$ cat src/rtl/mod_operand_mult.sv
// Radix-2 shift-add multiplier feeding the modular reducer (product/done -> a/enable).
// Optional MOD_MULT_EARLY_EXIT_EN: finish as soon as the remaining multiplier bits are zero.
module mod_operand_mult #(
    parameter int width = 128
) (
    input  logic                 clk,
    input  logic                 reset,
    input  logic                 start,
    input  logic [width-1:0]     a,
    input  logic [width-1:0]     b,
    output logic                 busy,
    output logic                 done,
    output logic [2*width-1:0]   product
);

    localparam int CW = (width > 1) ? $clog2(width) : 1;
    localparam logic [CW-1:0] LAST = CW'(width - 1);

    localparam logic [1:0] S_IDLE = 2'd0;
    localparam logic [1:0] S_RUN  = 2'd1;
    localparam logic [1:0] S_DONE = 2'd2;

    logic [1:0]         state_q, state_d;
    logic [2*width-1:0] mcand_q, mcand_d;
    logic [width-1:0]   mplier_q, mplier_d;
    logic [2*width-1:0] acc_q, acc_d;
    logic [CW-1:0]      count_q, count_d;
    logic               busy_q, busy_d;
    logic               done_q, done_d;
    logic [2*width-1:0] product_q, product_d;

    logic [2*width-1:0] acc_sum;
    logic [width-1:0]   mplier_sh;
    logic               last_cycle;
    logic               accept;

    assign acc_sum   = mplier_q[0] ? (acc_q + mcand_q) : acc_q;
    assign mplier_sh = mplier_q >> 1;

`ifdef MOD_MULT_EARLY_EXIT_EN
    assign last_cycle = (count_q == LAST) || (mplier_sh == '0);
`else
    assign last_cycle = (count_q == LAST);
`endif

    assign accept = start && ((state_q == S_IDLE) || (state_q == S_DONE));

    always_comb begin
        state_d   = state_q;
        mcand_d   = mcand_q;
        mplier_d  = mplier_q;
        acc_d     = acc_q;
        count_d   = count_q;
        busy_d    = busy_q;
        done_d    = done_q;
        product_d = product_q;

        case (state_q)
            S_IDLE, S_DONE: begin
                if (accept) begin
                    mcand_d  = {{width{1'b0}}, a};
                    mplier_d = b;
                    acc_d    = '0;
                    count_d  = '0;
                    busy_d   = 1'b1;
                    done_d   = 1'b0;
                    state_d  = S_RUN;
                end
            end
            S_RUN: begin
                acc_d    = acc_sum;
                mcand_d  = mcand_q << 1;
                mplier_d = mplier_sh;
                count_d  = count_q + CW'(1);
                // product only moves here, so the reducer never sees partial sums
                if (last_cycle) begin
                    product_d = acc_sum;
                    done_d    = 1'b1;
                    busy_d    = 1'b0;
                    state_d   = S_DONE;
                end
            end
            default: begin
                state_d = S_IDLE;
                busy_d  = 1'b0;
                done_d  = 1'b0;
            end
        endcase
    end

    always_ff @(posedge clk) begin
        if (reset) begin
            state_q   <= S_IDLE;
            mcand_q   <= '0;
            mplier_q  <= '0;
            acc_q     <= '0;
            count_q   <= '0;
            busy_q    <= 1'b0;
            done_q    <= 1'b0;
            product_q <= '0;
        end else begin
            state_q   <= state_d;
            mcand_q   <= mcand_d;
            mplier_q  <= mplier_d;
            acc_q     <= acc_d;
            count_q   <= count_d;
            busy_q    <= busy_d;
            done_q    <= done_d;
            product_q <= product_d;
        end
    end

    assign busy    = busy_q;
    assign done    = done_q;
    assign product = product_q;

endmodule

$ cat config.mk
export PLATFORM = sky130hd
export DESIGN_NAME = mod_operand_mult
export DESIGN_NICKNAME = d
export VERILOG_FILES = /design/src/rtl/mod_operand_mult.sv
export SDC_FILE = /design/constraint.sdc
export NUM_CORES = 2
export LEC_CHECK = 0
export CAP_MARGIN = 0
export CORE_ASPECT_RATIO = 0.6
export CORE_MARGIN = 1
export CORE_UTILIZATION = 50
export DETAILED_ROUTE_END_ITERATION = 16
export PLACE_DENSITY_LB_ADDON = 0.1
export SYNTH_ARGS = -nofsm -noshare
export SYNTH_HDL_FRONTEND = slang
export SYNTH_SLANG_ARGS = --single-unit
$ cat constraint.sdc
create_clock -name clk -period 5.1 [get_ports clk]
set_input_delay 1.02 -clock clk [delete_from_list [all_inputs] [get_ports clk]]
set_output_delay 1.02 -clock clk [all_outputs]
set_load 0.005 [all_outputs]
==> Yosys cells after proc, flatten, opt, wreduce, memory -nomap -nowiden <==
Index checks and enable logic that the tools add are counted.
{ "totals": {"reg_bits": 907, "output_inout_bits": 258, "elab_cells": 41} }
{ "classes": {"addsub": 2, "n_eq_ne": 5, "mux": 18, "n_reduce_logical": 8} }
{ "op_table": {"columns": ["operator", "n"], "rows": [
  ["256-bit one-hot mux with 2 select lines", 2],
  ["256-bit two-way mux", 3],
  ["256-bit adder", 1],
  ["128-bit one-hot mux with 2 select lines", 1],
  ["128-bit two-way mux", 1],
  ["7-bit one-hot mux with 2 select lines", 1],
  ["7-bit by 1-bit adder with 7-bit output (second input constant)", 1],
  ["7-bit equality test (second input constant)", 1],
  ["7-bit two-way mux", 1],
  ["2-bit AND reduction", 3],
  ["1-bit two-way mux", 4],
  ["2-bit two-way mux", 2],
  ["2-bit != test (second input constant)", 2],
  ["1-bit one-hot mux with 2 select lines", 2],
  ["2-bit one-hot mux with 2 select lines", 1],
  ["2-bit by 1-bit equality test with 1-bit output (second input constant)", 1],
  ["2-bit equality test (second input constant)", 1],
  ["2-bit zero test", 1],
  ["2-bit nonzero test", 1],
  ["2-bit OR reduction", 1],
  ["1-bit logical AND", 1],
  ["1-bit logical OR", 1]
]} }

==> Longest topological paths before layout <==
{ "depth": {"depth_word": 5, "ltp_mapped": 19} }

==> Worst setup path before layout <==
Ideal clock, no wire load.
{ "synth_timing": {"kind": "register to register", "startpoint": "register mcand_q[0]", "endpoint": "register product_q[244], in the netlist product[244]", "setup_ns": 0.065, "t_arrival_ns": 4.110, "required_time_ns": 5.035, "setup_slack_ns": 0.926, "path_stages_with_launch": 20, "path_buffers": 0, "path_cell_list": "dfxtp_1 -> ha_1 -> inv_1 -> fa_1 -> nand2b_1 -> a21oi_1 -> o211ai_1 -> a31o_1 -> a2111oi_4 -> o21ai_2 -> a2111oi_2 -> o21ai_1 -> a211o_1 -> a21oi_2 -> o21ai_2 -> a2111oi_2 -> o21ai_1 -> and3b_1 -> o31a_1 -> nor2_1"} }
{ "synth_via": {"elab_chain_len": 2} }
{ "synth_lines": {"columns": ["item", "line", "text"], "rows": [
  ["from (decl)", "24", "logic [2*width-1:0] mcand_q, mcand_d;"],
  ["from (signal assigned)", "103", "mcand_q <= mcand_d;"],
  ["256-bit adder", "37", "assign acc_sum = mplier_q[0] ? (acc_q + mcand_q) : acc_q;"],
  ["256-bit two-way mux", "37", null],
  ["to (signal assigned)", "109", "product_q <= product_d;"],
  ["to (decl)", "30", "logic [2*width-1:0] product_q, product_d;"]
]} }
No other way between the ends.
A chain may end at the register's enable or synchronous reset.

==> Final worst setup path <==
{ "layout_timing": {"startpoint": "register mcand_q[12]", "endpoint": "register product_q[231], in the netlist product[231]"} }
The elaborated chain is that of the path after synthesis.

==> key figures <==
Yosys
  – Synth warnings: 0
  – Cells after synthesis: 6,904
  – Area contributors post-synth: dfxtp_1, a21oi_1, a22oi_1
  – Most used standard cell by instance count after synthesis: a21oi_1
  – Synthesized area per cell: 7.674 sq um
  – Post-synth cell types: 74
  – EDFF count, synth: 0
  – Library cell with the largest summed area after synthesis: dfxtp_1
  – Seq/Total Area, Yosys: 34.23%
  – Yosys reg bits: 906
  – Syn nets: ~7,400
  – Mapped Area: 52,980 sq um
  – Top FF cell, synth: dfxtp_1
  – Synth cell count leaders: a21oi_1, nand2_1, dfxtp_1
  – Async S/R FF share, synth: 0%
  – Synth top area share: 34.23%

Detailed routing
  – Antenna Nets Post-Route: 0
  – 1st-iter DRT viols: 7,782
  – WL per Instance: 26.45 microns
  – Via count: 57,170
  – DRT Wirelength: 232,900 microns
  – DRC viols: 0
  – Via-per-instance ratio: 6.492
  – Drt pass-1 iters: 6

Clock network
  – # hold bufs at CTS: 0
  – Root buf cell: clkbuf_16
  – CTS tree: done
  – CTS Buffer Depth: 3
  – Htree depth: 3
  – Clock slew at reported path FFs: 70 ps
  – Clock sink count: 906
  – Worst-skew pair later-pin latency: between 700 and 800 ps
  – CTS buffer count: 86

Placement
  – Dpl hpwl: 177,200 microns
  – DP Area: 60,670 sq um
  – Placed cells: approximately 8,600
  – GP Congestion: 1.061
  – Buffers on Ports: 516

Worst setup path
  – CP endpoint kind: register
  – Signal arrival time at the worst endpoint: 5640 ps
  – Worst Path Required: 5700 ps
  – Setup CP Type: register to register
  – Max FO, Critical Path: 5
  – Worst Setup Start Kind: register

Timing
  – Setup TNS: 0 ps
  – Fin Hold WS: 450.8 ps
  – Final Hold Vio Count: 0
  – Final setup fails: 0
  – Clock skew: 47.26 ps
  – RSZ-0062 raised after global routing: yes
  – Tmin final: 5039 ps
  – Final max-slew violation count: 0
  – Tightest Pin Transition: 1246 ps
  – Fin crit share: a little over nine tenths
  – Fmax: 0.1984 GHz
  – Relative slew margins: 16.32%

Floorplan
  – Initial core utilization: 50.47%
  – Cell Rows: 92
  – Die Width: 422.3 microns
  – Die Area: about 110,000 sq um
  – IO Count: 517
  – Die Y: 254.2 microns
  – Core area: 105,000 sq um

Global routing
  – Initial antenna violation count: 7
  – Gr usage total: 41.38%
  – Number of global-route vias before repair: 51,480
  – Largest net degree at the start of global routing: 212
  – Global-route wire length before repair: 338,000 microns
  – GRT overflow: 0

Power and ir drop
  – Power per cell area: 251.6 nW/um^2
  – Leak Pwr: approximately 24 nW
  – Peak VDD IR: around 270 uV
  – Tot Pwr: between 15 and 20 mW

Hold path
  – Worst Hold Class: register to register

Flow run
  – Maxcap violations: 0

Finish
  – # fillers: 9,363
  – Share of cells above drive strength 1: 9.338%
  – Non-filler cells, final: 8,805
  – Layout area overhead: 21.19%
  – Post-route cell area: about 64,000 sq um
  – # nets final: 7,835

Outcome
  – Status: complete, no violations
==> power by group <==
group,leakage [nW],switching [mW],internal (mW)
logic,15.6,1.02,0.568
registers,7.34,0.132,7.23
clock network,1.51,3.27,3.94
total,24.4,4.42,11.7
==> final timing paths <==
check / startpoint / endpoint / slack [ps] / depth (start not counted)
setup / recovery: mcand_q[12] / product[231] / 60 / 21
hold / removal: product[1] / product[1] / 450 / 2
setup reg to reg: mcand_q[12] / product[231] / 60 / 21
hold reg to reg: product[1] / product[1] / 450 / 2
==> per-layer routing <==
metal	vias to the layer above	GRT usage [%]	wire length [microns]
met5	-	0.9649	181
met4	8	12.64	7515
met3	409	14.20	31710
met2	3412	54.69	88390
met1	27400	61.53	105100
li1	25940	-	-
==> state kept, by name, indices dropped and copies added (netlist names) <==
| signal | count |
|---|---|
| state_q | 1 |
| busy | 1 |
| acc_q | 256 |
| product | 256 |
| mcand_q | 256 |
| mplier_q | 128 |
| done | 1 |
| count_q | 7 |
==> cell usage in the layout, fill, tap and decap left out, types with 16 or more instances in the layout <==
cell / count
o21ai_1: 16
and4_1: 17
a31oi_1: 40
a21boi_0: 32
or2_2: 18
o21a_1: 48
nor3_1: 82
o21bai_1: 77
mux2i_1: 74
nand4_1: 179
clkdlybuf4s50_1: 515
a22o_1: 91
dfxtp_1: 904
a21oi_1: 958
ha_1: 247
inv_1: 77
clkbuf_16: 86
nand3_1: 89
a22oi_1: 469
a21o_1: 185
mux2_2: 81
or3_1: 18
buf_4: 326
xnor2_1: 153
o211ai_1: 18
nand2_1: 915
o31ai_1: 31
o21ai_0: 372
a211oi_1: 111
nor4_1: 36
nor2_1: 700
xor2_1: 95
clkbuf_8: 17
==> metrics by stage <==
stage          util [%]  setup slack (ps)
3_5_place_dp      57.79            -791.1
3_3_place_gp      57.79             -1145
4_1_cts           60.81             3.314
5_1_grt           61.16            -39.28
6_report          61.17             60.61
2_1_floorplan         -             925.7
==> cell families (layout without fill, tap and decap cells) <==
family,count (synthesis),count (layout),share of synthesized area (%)
compound gates,2584,2584,30.71
other cells,0,6,0
xor+xnor,252,252,4.166
buf+inv,607,1092,4.338
simple gates,2142,2142,17.33
flops,906,906,34.23
mux,156,156,3.138
fa+ha+maj,257,257,6.083
==> area by class of cell <==
type	instances	area, sq um	share of cell area (%)
multi-input combinational	5391	32990	51.38
sequential	906	18140	28.25
timing repair buffer	855	7878	12.27
clock buffer	113	2424	3.774
tap	1410	1764	2.747
clock inverter	45	701.9	1.093
inverter	79	297.8	0.4638
antenna	6	15.01	0.02338
==> critical path: stages (launching register included) <==
cell and delay (ps):
dfxtp_1 340, ha_1 370, a21o_1 240, a31oi_1 250, o311a_1 240, buf_4 140
o211ai_1 220, a21o_1 370, a31oi_1 240, buf_4 190, o31ai_1 80, buf_4 190
a31o_2 240, a31o_2 310, buf_4 170, a31o_2 300, a21oi_1 280, xnor2_1 170
mux2i_2 280, nor2_1 70, a21oi_1 140, nor2_1 50
==> repair_timing <==
action                     CTS  global route
gates resized for setup      9            77
hold endpoints to repair     0             0
setup endpoints to repair   31           106
setup buffers                0             6
pin swaps                    3            31
(Power assumes the default switching activity.)
